`src/rtl/result_buffer.sv`:
```
// -----------------------------------------------------------------------------
// result_buffer
//
// First-word-fall-through FIFO for the results coming out of an upstream ALU.
// The oldest stored word is always presented on data_o, and valid_o tells the
// consumer that it is real. The consumer takes the word by raising ready_i
// while valid_o is high.
//
// A push that arrives while the buffer is full is dropped, unless a pop
// happens in the same cycle. A dropped push sets the sticky overflow_o flag,
// which stays set until rst_i or flush_i.
//
// Optional feature:
//   RESULT_BUFFER_BYPASS_EN - when defined, an empty buffer forwards data_i and
//   dvalid_i straight to data_o and valid_o in the same cycle. If the consumer
//   is ready in that cycle, the word is consumed without being stored. When
//   the macro is undefined, no combinational path exists from data_i or
//   dvalid_i to any output.
//
// Parameters:
//   DataWidth - width of each buffered result word
//   Depth     - number of entries (power of two, >= 2)
//
// Ports:
//   clk_i      in   clock, rising edge
//   rst_i      in   synchronous active-high reset
//   data_i     in   result word from the ALU
//   dvalid_i   in   data_i valid (push request)
//   flush_i    in   synchronous clear of contents and flags
//   ready_i    in   consumer accepts data_o this cycle
//   data_o     out  oldest buffered word, '0 when valid_o is low
//   valid_o    out  data_o holds a valid word
//   full_o     out  count equals Depth
//   empty_o    out  count equals 0
//   count_o    out  number of stored entries, 0..Depth
//   overflow_o out  sticky, a push was dropped while full
// -----------------------------------------------------------------------------
module result_buffer #(
    parameter int DataWidth = 8,
    parameter int Depth     = 4
) (
    input  logic                       clk_i,
    input  logic                       rst_i,
    input  logic [DataWidth-1:0]       data_i,
    input  logic                       dvalid_i,
    input  logic                       flush_i,
    input  logic                       ready_i,
    output logic [DataWidth-1:0]       data_o,
    output logic                       valid_o,
    output logic                       full_o,
    output logic                       empty_o,
    output logic [$clog2(Depth):0]     count_o,
    output logic                       overflow_o
);

    localparam int PtrWidth   = $clog2(Depth);
    localparam int CountWidth = PtrWidth + 1;

    // Storage. Not reset: an entry is only ever read while it holds live data.
    logic [DataWidth-1:0]  mem [Depth];

    logic [PtrWidth-1:0]   wr_ptr_reg;
    logic [PtrWidth-1:0]   rd_ptr_reg;
    logic [CountWidth-1:0] count_reg;
    logic                  overflow_reg;

    logic [CountWidth-1:0] count_next;
    logic                  empty;
    logic                  full;
    logic                  push_en;
    logic                  pop_en;
    logic                  drop;
    logic                  bypass_take;

    // Status comes only from registered state.
    assign empty = (count_reg == '0);
    assign full  = (count_reg == CountWidth'(Depth));

    // -------------------------------------------------------------------------
    // Push / pop decisions
    // -------------------------------------------------------------------------
    always_comb begin
        bypass_take = 1'b0;
`ifdef RESULT_BUFFER_BYPASS_EN
        // An empty buffer hands the incoming word straight to a ready consumer.
        bypass_take = empty && dvalid_i && ready_i;
`endif
        // A pop is only possible from stored data.
        pop_en  = !empty && ready_i;
        // A pop in the same cycle frees the slot a full buffer needs.
        push_en = dvalid_i && (!full || pop_en) && !bypass_take;
        drop    = dvalid_i && full && !pop_en;

        count_next = count_reg;
        unique case ({push_en, pop_en})
            2'b10:   count_next = count_reg + CountWidth'(1);
            2'b01:   count_next = count_reg - CountWidth'(1);
            default: count_next = count_reg;
        endcase
    end

    // -------------------------------------------------------------------------
    // Control state. rst_i takes priority over flush_i, which takes priority
    // over push/pop activity in the same cycle.
    // -------------------------------------------------------------------------
    always_ff @(posedge clk_i) begin
        if (rst_i) begin
            wr_ptr_reg   <= '0;
            rd_ptr_reg   <= '0;
            count_reg    <= '0;
            overflow_reg <= 1'b0;
        end else if (flush_i) begin
            wr_ptr_reg   <= '0;
            rd_ptr_reg   <= '0;
            count_reg    <= '0;
            overflow_reg <= 1'b0;
        end else begin
            // Depth is a power of two, so the natural pointer roll-over
            // wraps from Depth-1 to 0 with no gap.
            if (push_en) begin
                wr_ptr_reg <= wr_ptr_reg + PtrWidth'(1);
            end
            if (pop_en) begin
                rd_ptr_reg <= rd_ptr_reg + PtrWidth'(1);
            end
            count_reg <= count_next;
            if (drop) begin
                overflow_reg <= 1'b1;
            end
        end
    end

    // -------------------------------------------------------------------------
    // Storage write. A push coinciding with rst_i or flush_i is ignored.
    // -------------------------------------------------------------------------
    always_ff @(posedge clk_i) begin
        if (push_en && !rst_i && !flush_i) begin
            mem[wr_ptr_reg] <= data_i;
        end
    end

    // -------------------------------------------------------------------------
    // Outputs
    // -------------------------------------------------------------------------
    always_comb begin
        valid_o = !empty;
        data_o  = empty ? '0 : mem[rd_ptr_reg];
`ifdef RESULT_BUFFER_BYPASS_EN
        if (empty) begin
            valid_o = dvalid_i;
            data_o  = dvalid_i ? data_i : '0;
        end
`endif
    end

    assign full_o     = full;
    assign empty_o    = empty;
    assign count_o    = count_reg;
    assign overflow_o = overflow_reg;

endmodule

```
`config.mk`:
```
export PLATFORM = sky130hd
export DESIGN_NAME = result_buffer
export DESIGN_NICKNAME = d
export VERILOG_FILES = /design/src/rtl/result_buffer.sv
export SDC_FILE = /design/constraint.sdc
export NUM_CORES = 1
export LEC_CHECK = 0
export ABC_AREA = 1
export CORE_UTILIZATION = 47
export DETAILED_ROUTE_END_ITERATION = 10
export GPL_TIMING_DRIVEN = 0
export HOLD_SLACK_MARGIN = 0.03
export PLACE_DENSITY = 0.85
export SYNTH_ARGS = -nofsm -noshare
export SYNTH_HDL_FRONTEND = slang
export SYNTH_SLANG_ARGS = --single-unit
```
`constraint.sdc`:
```
create_clock -name clk_i -period 1.7 [get_ports clk_i]
set_input_delay 0.34 -clock clk_i [delete_from_list [all_inputs] [get_ports clk_i]]
set_output_delay 0.34 -clock clk_i [all_outputs]
set_load 0.005 [all_outputs]
```
==> impl_metrics.csv <==
group,metric,value,unit
status,outcome,"complete, but fails checks",
grt,antenna_found_initial,0,
final_layout,syn2layout_area_growth,39.3,%
hold_path,hp-start,"overflow_o$_SDFFE_PP0P_",
timing,whs,0.474,ns
final_layout,final_cell_mix,"32 x edfxtp_1, 28 x nor2_1, 14 x clkdlybuf4s50_1",
yosys,yosysTopAreaCellShare,53.3,%
clocking,cts-root-buf,"clkbuf_8",
detailed_routing,drt-initial-drc-count,54,
hold_path,whs_path_depth,1,
pwr,ir_drop,0.587,mV
final_layout,diodes,0,
clocking,cts_hold_buf,0,
final_layout,num-nets-final,230,
detailed_routing,wl_per_cell,13.7,µm
floorplanning,dieArea,4090,µm²
timing,skew,0.00873,ns
floorplanning,io_pins,28,
clocking,cts_buffers,5,
yosys,syn_inst,167,
yosys,avgSynthCellArea,10.8,µm²
setup_path,cp.depth,7,
setup_path,end_kind,"primary output",
timing,slew_headroom,80.6,%
grt,grt_max_degree,15,
grt,grtUsageMet1,22.7,%
detailed_routing,drtAntennaViolNets,0,
floorplanning,initial_core_util,49.3,%
setup_path,cpPeakStageDelay,0.32,ns
setup_path,cp_num_buf_inv,3,
detailed_routing,drc_errors,0,
setup_path,crit_fanout,10,
setup_path,crit_path_start_kind,"flip-flop",
yosys,ys_types,24,
placed_design,port_buffers,27,
timing,setup_ws,-0.0808,ns
grt,gr-usage-met2,32.6,%
yosys,synth_edf_count,32,
timing,fmax,0.562,GHz
timing,setup_viol,8,
grt,grt_util_met3,4.29,%
yosys,synth_nets,185,
yosys,synth-seq-cells,42,
yosys,synth_ff_type,"edfxtp_1",
yosys,yosys.area.top_type,"edfxtp_1",
yosys,yosys_warnings,0,
pwr,power.density,906,nW/µm²
hold_path,holdCritPathClass,"reg2reg",
floorplanning,rows,22,
setup_path,rr_startpoint,"count_o[0]$_SDFFE_PP0P_",
hold_path,hold_path_end,"overflow_o$_SDFFE_PP0P_",
detailed_routing,dr.pass1.iters,4,
final_layout,largest_reg_flops,32,
placed_design,dp_hpwl,2190,µm
setup_path,slowest_stage,"dfxtp_2",
final_layout,final_area,2510,µm²
clocking,cts_tree,"done",
grt,grt.busiest_layer,"met2",
setup_path,r2r_cells,8,
setup_path,crit_arrival,1.44,ns
setup_path,path_delay_family,"buffers and inverters",
timing,period_share,105,%
status,violations,"setup timing",
final_layout,layout-drive-gt1-share,34.3,%
timing,hold_viol,0,
detailed_routing,routed-via-count,1315,
grt,grt_pass1_vias,1217,
timing,min_period,1.78,ns
timing,tightest_slew,0.290,ns
grt,grt.overflow.total,0,
placed_design,place_congestion,0.855,
timing,drv_slew,0,
yosys,synth-async-reset-ratio,0,%
clocking,insertion_delay,0.30,ns
placed_design,placed_cell_area,2130,µm²
final_layout,final_common_cell,"edfxtp_1",
setup_path,r2r-end,"count_o[1]$_SDFFE_PP0P_",
setup_path,crit_type,"reg2out",
run,max_cap_viol_count,0,
timing,grt_setup_unrepaired,"yes",
grt,grt_use_total,18.9,%
setup_path,cp.required,1.36,ns
pwr,leakagePower,0.000973,µW
detailed_routing,routed_wl,3580,µm
setup_path,path_cells,"buf_6 -> buf_8 -> nor2_1 -> nor2_4 -> o21ai_1 -> a21oi_1 -> buf_2",
final_layout,top_register,"mem",
clocking,numClockSinks,42,
grt,grt_pass1_wl,5660,µm
clocking,clkTransAtPathRegs,0.08,ns
floorplanning,dieHeight,64.0,µm
floorplanning,die_x,64.0,µm
detailed_routing,via_per_inst,5.04,
yosys,ys_seq_area_share,64.4,%
yosys,synthTopCellsByArea,"edfxtp_1 53%, dfxtp_1 11%, nor2_1 9.2%",
clocking,cts_max_path_buffers,2,
clocking,htree_levels,2,
final_layout,post-route-util,68.6,%
yosys,syn_area,1800,µm²
setup_path,reg2reg_setup_slack,0.14,ns
floorplanning,coreArea,3660,µm²
==> logic make-up (layout without fill, tap and decap cells) <==
group | after synthesis | in the layout | share of synthesized area (%)
simple gates | 63 | 63 | 16.6
compound gates | 35 | 35 | 10.1
flops | 42 | 42 | 64.4
fa+ha+maj | 5 | 5 | 3.88
buf+inv | 22 | 68 | 5.13
==> synth_stat cells, types with 2 or more instances <==
| cell type | number |
|---|---|
| a21oi_1 | 13 |
| buf_4 | 2 |
| dfxtp_1 | 10 |
| edfxtp_1 | 32 |
| ha_1 | 4 |
| inv_1 | 15 |
| inv_2 | 2 |
| nand2_1 | 5 |
| nand2_2 | 6 |
| nand2_4 | 2 |
| nand3_1 | 2 |
| nor2_1 | 44 |
| o21ai_0 | 17 |
| o21ai_1 | 3 |
==> routing by layer <==
metal,part of all wire [%],vias up
met2,52,33
met1,41,622
met4,1.8,0
li1,-,653
met5,0,-
met3,4.6,7
==> layout make-up <==
cell class	instances	area, µm²
timing repair buffer	39	348
fill	253	1150
tap	48	60.1
clock inverter	3	68.8
sequential	42	1170
buffer	3	51.3
clock buffer	5	68.8
multi-input combinational	103	662
inverter	18	78.8
==> worst max-delay path by stage <==
stage	from	end	slack, ns
finish	flip-flop	data_o[1]	-0.08
global route	flip-flop	data_o[1]	-0.16
CTS	flip-flop	data_o[7]	-0.11
floorplan	rst_i	mem[0][0]$_DFFE_PP_	0.10
global placement	rst_i	mem[0][5]$_DFFE_PP_	-0.70
detailed placement	rst_i	mem[0][5]$_DFFE_PP_	-0.77
==> metrics by stage <==
step / std cells / TNS [ns] / setup slack, ns / power, µW
detailed placement: 242 / -26.06 / -0.770 / 1340
CTS: 260 / -0.731 / -0.107 / 2270
finish: 261 / -0.247 / -0.0808 / 2280
global route: 261 / -0.833 / -0.165 / 2350
global placement: 242 / -24.67 / -0.704 / 1330
floorplan: 167 / 0 / 0.101 / 1240
==> repair_timing <==
| action | 4_1_cts | 5_1_grt |
|---|---|---|
| setup endpoints to repair | 43 | 43 |
| resized for setup | 74 | 29 |
| setup buffers | 10 | 2 |
| pin swaps | 14 | 14 |
==> where the power goes <==
group	internal (µW)	total, µW	switching, µW
Sequential	1110	1120	9.17
Clock	588	931	343
Combinational	103	222	118
Note: power is estimated with default switching activity, not from simulation.
